<file path="config.mk">
export PLATFORM = sky130hd
export DESIGN_NAME = rob_commit
export DESIGN_NICKNAME = d
export VERILOG_FILES = /design/src/rtl/rob_commit.sv
export SDC_FILE = /design/constraint.sdc
export NUM_CORES = 1
export LEC_CHECK = 0
export CAP_MARGIN = 30
export CORE_MARGIN = 2
export CORE_UTILIZATION = 25
export DETAILED_ROUTE_END_ITERATION = 10
export DONT_BUFFER_PORTS = 1
export GPL_ROUTABILITY_DRIVEN = 0
export GPL_TIMING_DRIVEN = 0
export MAX_ROUTING_LAYER = met4
export PLACE_DENSITY = 0.49
export REMOVE_ABC_BUFFERS = 1
export SLEW_MARGIN = 15
export SYNTH_ARGS = -nofsm -noshare
export SYNTH_HDL_FRONTEND = slang
export SYNTH_SLANG_ARGS = --single-unit
</file>
<file path="constraint.sdc">
create_clock -name clk_i -period 4.2 [get_ports clk_i]
set_input_delay 0.84 -clock clk_i [delete_from_list [all_inputs] [get_ports clk_i]]
set_output_delay 0.84 -clock clk_i [all_outputs]
set_load 0.01 [all_outputs]
</file>
<file path="src/rtl/rob_commit.sv">
// In-order reorder buffer: allocates at tail, records out-of-order completion,
// retires one busy+done head entry per cycle into the architectural-state interfaces.
module rob_commit #(
  parameter int ROB_DEPTH    = 16,
  parameter int NUM_PHYS_REG = 128,
  parameter int NUM_FLAGS    = 4
) (
  input  logic                              clk_i,
  input  logic                              reset_i,
  input  logic                              flush_i,
  input  logic                              alloc_v_i,
  output logic                              alloc_ready_o,
  input  logic                              alloc_has_dest_i,
  input  logic [$clog2(NUM_PHYS_REG)-1:0]   alloc_old_phys_i,
  output logic [$clog2(ROB_DEPTH)-1:0]      alloc_tag_o,
  input  logic                              cmp_v_i,
  input  logic [$clog2(ROB_DEPTH)-1:0]      cmp_tag_i,
  input  logic                              cmp_flag_v_i,
  input  logic [NUM_FLAGS*2-1:0]            cmp_flag_i,
  output logic                              rob_phys_valid_o,
  output logic [$clog2(NUM_PHYS_REG)-1:0]   rob_phys_reg_cl_o,
  output logic                              rob_flag_valid_o,
  output logic [NUM_FLAGS*2-1:0]            rob_flag_o,
  output logic                              commit_v_o,
  output logic [$clog2(ROB_DEPTH):0]        count_o
);

  localparam int IW = $clog2(ROB_DEPTH);
  localparam int PW = $clog2(NUM_PHYS_REG);
  localparam int FW = NUM_FLAGS * 2;
  localparam logic [IW:0] PTR_ONE = {{IW{1'b0}}, 1'b1};

  logic [IW:0]          r_head;
  logic [IW:0]          r_tail;
  logic [ROB_DEPTH-1:0] r_busy;
  logic [ROB_DEPTH-1:0] r_done;
  logic [ROB_DEPTH-1:0] r_has_dest;
  logic [ROB_DEPTH-1:0] r_flag_v;
  logic [PW-1:0]        r_old_phys [ROB_DEPTH];
  logic [FW-1:0]        r_flag     [ROB_DEPTH];

  logic          r_commit_v;
  logic          r_phys_valid;
  logic [PW-1:0] r_phys_reg;
  logic          r_flag_valid;
  logic [FW-1:0] r_flag_out;

  logic          w_full;
  logic          w_alloc;
  logic          w_cmp;
  logic          w_commit;
  logic [IW-1:0] w_head_idx;
  logic [IW-1:0] w_tail_idx;

  // Pointer decode and per-cycle event qualification; flush suppresses every event.
  always_comb begin
    w_head_idx = r_head[IW-1:0];
    w_tail_idx = r_tail[IW-1:0];
    w_full     = (w_head_idx == w_tail_idx) && (r_head[IW] != r_tail[IW]);
    if (flush_i) begin
      w_alloc  = 1'b0;
      w_cmp    = 1'b0;
      w_commit = 1'b0;
    end else begin
      w_alloc  = alloc_v_i & ~w_full;
      w_cmp    = cmp_v_i & r_busy[cmp_tag_i];
      w_commit = r_busy[w_head_idx] & r_done[w_head_idx];
    end
  end

  assign alloc_ready_o     = ~w_full;
  assign alloc_tag_o       = w_tail_idx;
  assign count_o           = r_tail - r_head;
  assign commit_v_o        = r_commit_v;
  assign rob_phys_valid_o  = r_phys_valid;
  assign rob_phys_reg_cl_o = r_phys_reg;
  assign rob_flag_valid_o  = r_flag_valid;
  assign rob_flag_o        = r_flag_out;

  // Head/tail pointers with wrap bit.
  always_ff @(posedge clk_i or negedge reset_i) begin
    if (!reset_i) begin
      r_head <= '0;
      r_tail <= '0;
    end else if (flush_i) begin
      r_head <= '0;
      r_tail <= '0;
    end else begin
      if (w_alloc) begin
        r_tail <= r_tail + PTR_ONE;
      end
      if (w_commit) begin
        r_head <= r_head + PTR_ONE;
      end
    end
  end

  // Entry storage. A completion can only hit a busy entry, so it never collides
  // with the allocation slot (tail is busy only when full, which blocks allocation).
  always_ff @(posedge clk_i or negedge reset_i) begin
    if (!reset_i) begin
      r_busy     <= '0;
      r_done     <= '0;
      r_has_dest <= '0;
      r_flag_v   <= '0;
      for (int i = 0; i < ROB_DEPTH; i++) begin
        r_old_phys[i] <= '0;
        r_flag[i]     <= '0;
      end
    end else if (flush_i) begin
      r_busy <= '0;
    end else begin
      if (w_cmp) begin
        r_done[cmp_tag_i]   <= 1'b1;
        r_flag_v[cmp_tag_i] <= cmp_flag_v_i;
        r_flag[cmp_tag_i]   <= cmp_flag_i;
      end
      if (w_commit) begin
        r_busy[w_head_idx] <= 1'b0;
      end
      if (w_alloc) begin
        r_busy[w_tail_idx]     <= 1'b1;
        r_done[w_tail_idx]     <= 1'b0;
        r_has_dest[w_tail_idx] <= alloc_has_dest_i;
        r_old_phys[w_tail_idx] <= alloc_old_phys_i;
      end
    end
  end

  // Registered retirement outputs; data fields hold between commits.
  always_ff @(posedge clk_i or negedge reset_i) begin
    if (!reset_i) begin
      r_commit_v   <= 1'b0;
      r_phys_valid <= 1'b0;
      r_phys_reg   <= '0;
      r_flag_valid <= 1'b0;
      r_flag_out   <= '0;
    end else if (w_commit) begin
      r_commit_v   <= 1'b1;
      r_phys_valid <= r_has_dest[w_head_idx];
      r_phys_reg   <= r_old_phys[w_head_idx];
      r_flag_valid <= r_flag_v[w_head_idx];
      r_flag_out   <= r_flag[w_head_idx];
    end else begin
      r_commit_v   <= 1'b0;
      r_phys_valid <= 1'b0;
      r_flag_valid <= 1'b0;
    end
  end

endmodule

</file>
# --- After elaboration in Yosys (flattened, before gate mapping) ---
# Cells that the tools add are included.
word_totals:
  regBits: 332
  inputBits: 26
  elab_cells: 130
op_classes:
  n_addsub: 3
  order_cmp: 11
  eq_ne: 2
  n_mux: 47
  bitwise: 14
  n_reduce_logical: 10
ops:
  columns: ["operator", "count"]
  rows:
  - ["$bwmux W128", 1]
  - ["$bwmux W112", 1]
  - ["$mux W16", 7]
  - ["$and A16 B16 Y16", 2]
  - ["$bmux W8 S4", 1]
  - ["$bwmux W16", 2]
  - ["$demux W8 S4", 1]
  - ["$not A16 Y16", 2]
  - ["$or A16 B16 Y16", 2]
  - ["$bmux W7 S4", 1]
  - ["$demux W7 S4", 1]
  - ["$mux W8", 3]
  - ["$mux W7", 3]
  - ["$bmux W1 S4", 5]
  - ["$mux W5", 4]
  - ["$ge A5 B5 Y1 const B", 3]
  - ["$lt A4 B5 Y1 const B", 3]
  - ["$not A4 Y5", 3]
  - ["$mux W1", 14]
  - ["$demux W1 S4", 3]
  - ["$ge A4 B1 Y1 const B", 3]
  - ["$add A5 B1 Y5 const B", 2]
  - ["$lt A5 B1 Y1 const B", 2]
  - ["$logic_and A1 B1 Y1", 6]
  - ["other kinds (7)", 12]

# --- Depth between registers and ports, before layout ---
logic_depth:
  depth_word: 11
  depth_mapped: 12

# --- Least setup slack after synthesis ---
# OpenSTA, ideal clock, no wires.
synth_timing:
  path_kind: "register to register"
  start: "register r_head[1]"
  end: "register r_has_dest[5]"
  setup_time_ns: 0.125
  arrival_time_ns: 2.971
  t_required_ns: 4.075
  path_slack_ns: 1.104
  path_stages_with_launch: 13
  n_path_buf: 5
  path_cell_list: "dfrtp_1 -> buf_2 -> buf_2 -> buf_1 -> inv_1 -> ha_1 -> and4_1 -> clkbuf_1 -> nand2_1 -> nor4bb_1 -> buf_2 -> nand2_1 -> mux2_2"
synth_via:
  elab_chain_cells: 6
synth_rtl:
  columns: ["item", "line", "source"]
  rows:
  - ["start, declared", "33", "logic [IW:0] r_head;"]
  - ["start signal, assigned", "93", "r_head <= r_head + PTR_ONE;"]
  - ["$eq A4 B4 Y1", "59", "w_full = (w_head_idx == w_tail_idx) && (r_head[IW] != r_tail[IW]);"]
  - ["$logic_and A1 B1 Y1", "59", null]
  - ["$not A1 Y1", null, null]
  - ["via alloc_ready_o", "12", "output logic alloc_ready_o,"]
  - ["$and A1 B1 Y1", "65", "w_alloc = alloc_v_i & ~w_full;"]
  - ["$mux W1", "60", "if (flush_i) begin"]
  - ["$reduce_and A2 Y1 (no line)", null, null]
  - ["end signal, assigned by index", "124", "r_has_dest[w_tail_idx] <= alloc_has_dest_i;"]
  - ["end, declared", "37", "logic [ROB_DEPTH-1:0] r_has_dest;"]
# The timed path passes the listed nets, and every way through them passes these cells.
# A chain may end at the register's enable or synchronous reset.

# --- Worst setup path after layout ---
layout_timing:
  start: "register r_head[1]"
  end: "register r_old_phys[71] in the netlist's numbering"
layout_via:
  elab_chain_cells: 6
layout_rtl:
  columns: ["item", "line", "source"]
  rows:
  - ["$eq A4 B4 Y1", "59", null]
  - ["$logic_and A1 B1 Y1", "59", null]
  - ["$not A1 Y1", null, null]
  - ["via alloc_ready_o", "12", null]
  - ["$and A1 B1 Y1", "65", null]
  - ["$mux W1", "60", null]
  - ["$reduce_and A2 Y1 (no line)", null, null]
  - ["end signal, assigned by index", "125", "r_old_phys[w_tail_idx] <= alloc_old_phys_i;"]
  - ["end, declared", "39", "logic [PW-1:0] r_old_phys [ROB_DEPTH];"]
# The timed path passes the listed nets, and every way through them passes these cells.

==> impl_metrics.toml <==
[routing]
via_count = 8578
drc = 0
wl_per_cell_um = 21.6
dr.pass1.iters = 5
viasPerCell = 4.78
drtAntennaViolNets = 0
drt_iter0_drc = 540
routed_wl_mm = 38.8

[cts]
cts_buffer_depth = 3
cts_hold_buf = 0
h-tree-depth = 2
cts_tree = "yes"
clock_sinks = 332
cts_setup_buffers = 0
ctsResizeCount = 0
cts_buffers = 37
cts_root_buf = "clkbuf_16"
insertion_delay_ps = 520
path_clk_slew_ps = 60

[timing]
finalHoldViolations = 0
rsz0062_at_grt = "no"
fmax_ghz = 0.266
fin_hold_ws_ps = 54.0
fin_tns_setup_ps = 0
final.setup_skew_ps = 12.3
finalSetupViolCount = 0
fin_crit_ps = 3760
tightest_slew_ps = 855
relSlewSlack_pct = 43.0
final_max_slew_viol_count = 0
fin_crit_sh_pct = 89.5

[yosys]
syn_area_per_cell_sq_um = 15.4
synth_top_area_share_pct = 53.9
netlist_instances = 999
synth-warning-count = 0
syn_area_sq_um = 15400
yosys_most_used_dff = "dfrtp_1"
synth_top_area_cell = "dfrtp_1"
yosysMostFrequentCell = "dfrtp_1"
seq_area_frac_synth_pct = 53.9
netlist_top_cells_area = "dfrtp_1, mux2_2, mux4_2, ha_1, clkbuf_1"
synth_edf_count = 0
ys_seq_elements = 332
yosys-top-cells-count = "dfrtp_1, mux2_2, mux4_2"
postSynth.asyncResetShare_pct = 100
yosys.cell_types.count = 48

[setup_path]
required_ps = 4600
r2r-start = "r_head[1]"
r2r_slack_ps = 440
slowest_delay_ps = 950
crit_path_cell_trace = "inv_1, ha_1, and4_1, nand2_1, nor4bb_2, buf_4, nand2_1, mux2_2"
critical_path.slowest_cell = "dfrtp_4"
crit_top_cell = "nand2_1"
critPathMaxFanout = 46
r2r_end = "r_old_phys[71]"
crit_type = "flip-flop to flip-flop"
crit_arrival_ps = 4160
reg2reg_depth = 8
startpoint_type = "flip-flop"
setup.worst_path.end_class = "flip-flop"

[cells_and_area]
layout.cells.non_filler = 1796
nNetsFinal = 1025
syn2layout_area_growth_pct = 14.5
nFillCells = 6083
layout-drive-gt1-share_pct = 47.5

[die]
core-area_sq_um = 60600
row_count = 90
design.die.area_sq_um = 63600
chipWidth_um = 252
die_h_um = 252
start_util_pct = 25.4
ioPinCount = 54

[run_status]
status = "complete, no violations"

[placement]
port_buffers = 0
dp.cells = 1729
dp_hpwl_mm = 24.1

[global_routing]
grt_usage_pct = 12.9
grt_max_degree = 333
antenna_found_initial = 3
grt_overflow = 0
grt_pass1_wl_mm = 59.9
grt_pass1_vias = 9212

[power_and_ir_drop]
pwr_density_cell_nw_per_um2 = 404
vdd_drop_max_mv = 0.252
p_leak_nw = 7.99

[job]
max_cap_violations = 0

[min_path]
hold_class = "input pin to asynchronous set/reset pin"
flip-flops by register name (all words and copies together) (netlist names), 5 cells and up:
signal	count
rob_flag_o	8
r_flag_v	16
r_busy	16
r_flag	128
r_tail	5
r_old_phys	112
r_has_dest	16
r_head	5
r_done	16
rob_phys_reg_cl_o	7
cell usage in the layout (no fill, tap or decap), types with 2 or more instances in the layout:
cell type  count
nand3_1        6
nand2_1       36
a31oi_1        5
o211ai_1       2
and3b_1        2
buf_6          4
a21oi_1       25
mux4_2        96
clkbuf_1       5
a311oi_1       5
xnor2_1        6
dfrtp_1      329
diode_2        2
xor2_1         3
mux2_4         7
nor2b_1        5
dfrtp_4        2
nand4_1       13
o21ai_0        2
inv_1         25
nor2_1        17
and2_1         3
buf_8          5
bufinv_16      4
clkbuf_8      12
clkbuf_16     37
and4_1         2
a21o_1         2
nor3_1         2
a21boi_0       5
nor2_2         8
mux2_2       281
and3_1         2
buf_16         4
clkinv_2       5
a32o_1         8
ha_1          12
nand2_2        4
critical path: cells and delay by family (launching register included):
| kind | cells | cell delay, ps |
|---|---|---|
| simple gates | 4 | 1360 |
| flops | 1 | 950 |
| buf+inv | 2 | 510 |
| mux | 1 | 420 |
| fa+ha+maj | 1 | 370 |
cell type report:
cell class | instances | area [sq um] | area share (%)
Clock buffer | 54 | 1110 | 6.29
Antenna cell | 2 | 5.00 | 0.0284
Clock inverter | 11 | 165 | 0.937
Sequential cell | 332 | 8320 | 47.2
Tap cell | 782 | 978 | 5.55
Multi-Input combinational cell | 574 | 6700 | 38.0
Inverter | 26 | 97.6 | 0.553
Timing Repair Buffer | 15 | 258 | 1.46
report_power, final:
part | switching [W] | internal, W | total (W)
Combinational | 0.000117 | 0.000198 | 0.000315
Clock | 0.00131 | 0.00208 | 0.00338
Sequential | 0.0000782 | 0.00334 | 0.00342
Total | 0.00150 | 0.00562 | 0.00712
per-layer routing:
metal	vias up	global-route usage, %	share of wire (%)
met4	0	3.03	1.9
met2	169	20.8	49
met5	-	-	0
met1	4637	16.8	45
met3	54	2.35	4.2
li1	3718	-	-
worst max path at each step:
| stage | from | to | depth (start not counted) |
|---|---|---|---|
| 5_1_grt | r_head[1] | r_old_phys[73] | 8 |
| 3_3_place_gp | r_head[0] | r_old_phys[71] | 6 |
| 3_5_place_dp | r_head[1] | r_old_phys[71] | 8 |
| 6_report | r_head[1] | r_old_phys[71] | 8 |
| 2_1_floorplan | r_head[0] | r_has_dest[5] | 6 |
| 4_1_cts | r_head[1] | r_old_phys[70] | 8 |
logic make-up after synthesis:
group	share of synthesized area, %
xor gates and xnor gates	0.512
muxes	35.4
DFF	53.9
adders and majority gates	1.10
and+or+nand+nor	3.53
AOI/OAI and AO/OA	2.76
buffers and inverters	2.72
per-stage QoR:
step / instance area, sq um / worst slack (ps) / utilization [%] / power [W]
floorplan: 15100 / -1580 / - / 0.00371
global placement: 16100 / -4820 / 26.5 / 0.00378
detailed placement: 16400 / 308 / 27.0 / 0.00380
CTS: 17600 / 311 / 29.1 / 0.00722
global route: 17600 / 196 / 29.1 / 0.00741
finish: 17600 / 442 / 29.1 / 0.00712
(Power assumes the default switching activity.)
